`config.mk`:
```
export PLATFORM = sky130hd
export DESIGN_NAME = alu_result_buffer
export DESIGN_NICKNAME = d
export VERILOG_FILES = /design/src/rtl/alu_result_buffer.sv
export SDC_FILE = /design/constraint.sdc
export NUM_CORES = 1
export LEC_CHECK = 0
export CORE_MARGIN = 3
export CORE_UTILIZATION = 49
export CTS_CLUSTER_DIAMETER = 200
export DETAILED_ROUTE_END_ITERATION = 10
export PLACE_DENSITY = 0.85
export REMOVE_ABC_BUFFERS = 1
export SYNTH_ARGS = -nofsm -noshare
export SYNTH_HDL_FRONTEND = slang
export SYNTH_SLANG_ARGS = --single-unit
```
`constraint.sdc`:
```
create_clock -name clk_i -period 2.4 [get_ports clk_i]
set_input_delay 0.36 -clock clk_i [delete_from_list [all_inputs] [get_ports clk_i]]
set_output_delay 0.36 -clock clk_i [all_outputs]
set_load 0.05 [all_outputs]
```
`src/rtl/alu_result_buffer.sv`:
```
// rtl/alu_result_buffer.sv - 4-entry result FIFO with ready/valid egress and running statistics
// Input side never stalls: a result arriving while full (and not freed by a same-cycle pop) is dropped and flagged.
module alu_result_buffer #(
  parameter int DEPTH = 4,
  parameter int DW    = 10,
  parameter int CNTW  = 9,
  localparam int AW   = $clog2(DEPTH),
  localparam int LW   = AW + 1
) (
  input  logic          clk_i,
  input  logic          rst_i,
  input  logic          in_valid_i,
  input  logic [DW-1:0] in_number_i,
  input  logic          out_ready_i,
  input  logic          stats_clr_i,
  output logic          out_valid_o,
  output logic [DW-1:0] out_number_o,
  output logic          full_o,
  output logic [LW-1:0] level_o,
  output logic          overflow_o,
  output logic [CNTW-1:0] res_count_o,
  output logic [DW-1:0] res_max_o,
  output logic [DW-1:0] res_min_o
);

  logic [DW-1:0]   mem_q [DEPTH];
  logic [AW-1:0]   wr_ptr_q, wr_ptr_d;
  logic [AW-1:0]   rd_ptr_q, rd_ptr_d;
  logic [LW-1:0]   level_q, level_d;
  logic            overflow_q, overflow_d;
  logic [CNTW-1:0] res_count_q, res_count_d;
  logic [DW-1:0]   res_max_q, res_max_d;
  logic [DW-1:0]   res_min_q, res_min_d;

  logic pop, push, drop;

  assign out_valid_o  = (level_q != '0);
  assign full_o       = (level_q == LW'(DEPTH));
  assign out_number_o = out_valid_o ? mem_q[rd_ptr_q] : '0;
  assign level_o      = level_q;
  assign overflow_o   = overflow_q;
  assign res_count_o  = res_count_q;
  assign res_max_o    = res_max_q;
  assign res_min_o    = res_min_q;

  // A pop at full frees the slot in the same cycle, so out_ready feeds push.
  assign pop  = out_valid_o & out_ready_i;
  assign push = in_valid_i & (~full_o | pop);
  assign drop = in_valid_i & full_o & ~pop;

  always_comb begin
    wr_ptr_d    = wr_ptr_q;
    rd_ptr_d    = rd_ptr_q;
    level_d     = level_q;
    overflow_d  = overflow_q;
    res_count_d = res_count_q;
    res_max_d   = res_max_q;
    res_min_d   = res_min_q;

    if (push) wr_ptr_d = wr_ptr_q + AW'(1);
    if (pop)  rd_ptr_d = rd_ptr_q + AW'(1);

    unique case ({push, pop})
      2'b10:   level_d = level_q + LW'(1);
      2'b01:   level_d = level_q - LW'(1);
      default: level_d = level_q;
    endcase

    // Clear first, then fold in this cycle's push or drop.
    if (stats_clr_i) begin
      overflow_d  = 1'b0;
      res_count_d = '0;
      res_max_d   = '0;
      res_min_d   = '1;
    end

    if (push) begin
      if (res_count_d != '1) res_count_d = res_count_d + CNTW'(1);
      if (in_number_i > res_max_d) res_max_d = in_number_i;
      if (in_number_i < res_min_d) res_min_d = in_number_i;
    end

    if (drop) overflow_d = 1'b1;
  end

  always_ff @(posedge clk_i) begin
    if (rst_i) begin
      wr_ptr_q    <= '0;
      rd_ptr_q    <= '0;
      level_q     <= '0;
      overflow_q  <= 1'b0;
      res_count_q <= '0;
      res_max_q   <= '0;
      res_min_q   <= '1;
    end else begin
      wr_ptr_q    <= wr_ptr_d;
      rd_ptr_q    <= rd_ptr_d;
      level_q     <= level_d;
      overflow_q  <= overflow_d;
      res_count_q <= res_count_d;
      res_max_q   <= res_max_d;
      res_min_q   <= res_min_d;
    end
  end

  always_ff @(posedge clk_i) begin
    if (!rst_i && push) mem_q[wr_ptr_q] <= in_number_i;
  end

endmodule

```
==> impl_metrics.tcl <==
set metrics [dict create \
    synth-simple-area-share_pct 21.0 \
    num_antenna_cells 0 \
    synth_commonest_cells "edfxtp_1 (40), dfxtp_1 (39), nor2_1 (37)" \
    start_kind "input pin" \
    cts_htree_levels 3 \
    synth_compound_area_share_pct 9.55 \
    hold_violations 0 \
    clockBufferDepth 2 \
    period_minus_slack_ns 2.30 \
    multi_input_area_um2 2030 \
    first_pass_iters 4 \
    io_pins 60 \
    synth_top_family_by_area "simple AND/OR/NAND/NOR gates" \
    avgSynthCellArea_um2 11.3 \
    yosysUniqueCellTypes 51 \
    viasPerCell 5.65 \
    grt_pass1_vias 3334 \
    criticalPathCategory "in -> reg" \
    drc 0 \
    min_path_type "in -> reg" \
    ys_warn_count 0 \
    drive_above_1_share_pct 22.0 \
    post-place-cells 551 \
    gp_congestion 0.830 \
    cts.sinks 79 \
    first_iter_violations 166 \
    yosysTopAreaCell "edfxtp_1" \
    synth_most_common_cell "edfxtp_1" \
    dpl_cell_area_um2 5080 \
    async_reset_ff_share_pct 0 \
    grtUsageTotal_pct 21.4 \
    hold_ws_ns 0.423 \
    syn_area_um2 4120 \
    synth_seq_cells 79 \
    fmax_mhz 434 \
    chipWidth_um 97.6 \
    crit_start "stats_clr_i" \
    cts_tree "done" \
    p_per_area_nw_per_um2 749 \
    fin_setup_tns_ns 0 \
    die_y_um 97.6 \
    slew-limit-headroom_pct 54.3 \
    row_count 32 \
    synth.area.top_cells "edfxtp_1 (29%), dfxtp_1 (19%), ha_1 (7.3%)" \
    nets 504 \
    ys_seq_area_share_pct 48.2 \
    r2r_slack_ns 0.27 \
    regArea_um2 1980 \
    antenna_found_initial 0 \
    syn_inst 365 \
    overflow 0 \
    placeableCoreArea_um2 7930 \
    wl_per_cell_um 17.4 \
    ir_drop_mv 0.340 \
    setup.worst_path.end "res_max_o[7]" \
    final_util_pct 67.2 \
    instances_no_fill 571 \
    arrival_ns 2.55 \
    worstSkewPairLatency_ns 0.35 \
    rr_endpoint "res_max_o[7]" \
    r2r_start "res_max_o[7]" \
    num_vias 3228 \
    grt_pass1_wl_um 16400 \
    tightest_slew_ns 0.685 \
    final_cell_area_um2 5330 \
    grt_max_degree 45 \
    worstPathRequired_ns 2.65 \
    cp-end-kind "flop" \
    path_max_fanout 7 \
    synth_xor_area_share_pct 2.34 \
    cts_buffers 9 \
    drv_slew 0 \
    drv_cap 0 \
    synth_edf_count 40 \
    synth_fa_ha_area_share_pct 7.78 \
    finalCritPeriodShare_pct 96.0 \
    wirelength_um 9960 \
    antenna_left 0 \
    root_buffer "clkbuf_8" \
    leakage_nw 1.95 \
    port-buffer-count 59 \
    die_area_um2 9530 \
    setup_viol 0 \
    rsz0062_at_grt "no" \
    synth_top_area_share_pct 29.2 \
    reg2reg_depth 8 \
    initial_core_util_pct 51.9 \
    status "complete, no violations" \
    dp_hpwl_um 7190 \
    ys.flop_type "edfxtp_1" \
    skew_ns 0.0135 \
    syn_to_final_growth_pct 29.4 \
    n_fill_cell 603 \
    synthMuxAreaShare_pct 7.91 \
    clkTransAtPathRegs_ns 0.09 \
]
-- report_power, final --
group | internal, W | switching, W | total, W | leakage [nW]
clock network | 0.000395 | 0.000537 | 0.000932 | 0.0923
logic | 0.000560 | 0.000897 | 0.00146 | 1.18
registers | 0.00151 | 0.0000883 | 0.00160 | 0.683
-- worst min path at each step --
| stage | startpoint | end | cells past startpoint |
|---|---|---|---|
| floorplan | stats_clr_i | res_count_o[4] | 1 |
| global placement | wr_ptr_q[1] | wr_ptr_q[1] | 2 |
| CTS | wr_ptr_q[1] | wr_ptr_q[1] | 2 |
| detailed placement | wr_ptr_q[1] | wr_ptr_q[1] | 2 |
| finish | in_number_i[7] | mem_q[1][7] | 1 |
| global route | in_number_i[7] | mem_q[1][7] | 1 |
-- cell usage in the layout (no fill, tap or decap), types with 11 or more instances in the layout --
cell type and count:
clkdlybuf4s50_1 45, dfxtp_1 39, buf_4 58, edfxtp_1 40, nor2_1 37, ha_1 24
nand2_1 21, nor3_1 13, nand2b_1 11, nor2b_1 16
-- cell type report --
cell class                 count  area share (%)
clock buffer                   9            2.33
clock inverter                 7            1.17
inverter                       8           0.564
multi-input combinational    257            38.1
sequential                    79            37.2
tap                          102            2.40
timing repair buffer         109            18.3
-- routing by layer --
layer / wire length [um] / vias up / global-route usage [%]
li1: - / 1566 / -
met1: 4490 / 1560 / 28.0
met2: 4910 / 86 / 35.6
met3: 384 / 16 / 3.88
met4: 172 / 0 / 7.67
met5: 0 / - / 0
-- flip-flops by register name, indices dropped and copies added, names as in the netlist, named ones only --
signal	cells
overflow_o	1
level_o	3
wr_ptr_q	2
rd_ptr_q	2
res_count_o	9
res_min_o	10
mem_q	40
res_max_o	10
-- critical path, stage by stage --
cell	delay [ns]
dlygate4sd2_1	0.31
buf_4	0.19
nand2b_1	0.18
ha_1	0.31
nand4_1	0.17
buf_4	0.18
nor2_1	0.18
a31o_2	0.21
nor2_2	0.05
buf_4	0.16
o31ai_1	0.25
-- timing repair --
action                     CTS  global route
pin swaps                    3             0
cloned                       1             0
hold buffers                 0             0
buffers inserted             3             0
resized for setup            3             2
setup endpoints to repair   20            10
-- cells by family (layout without fill, tap and decap cells) --
logic type | Yosys count | count (layout)
compound gates | 52 | 52
xor+xnor | 11 | 11
fa+ha+maj | 25 | 25
buf+inv | 30 | 133
flops | 79 | 79
mux | 20 | 20
simple gates | 148 | 149
-- through the flow --
step,power (W),setup slack (ns)
after floorplan,0.00255,0.0742
after global placement,0.00303,-0.470
after detailed placement,0.00307,-0.618
after CTS,0.00400,0.00182
after global routing,0.00417,0.0109
final,0.00399,0.0958
No activity file was read; power rests on OpenSTA's default activity.
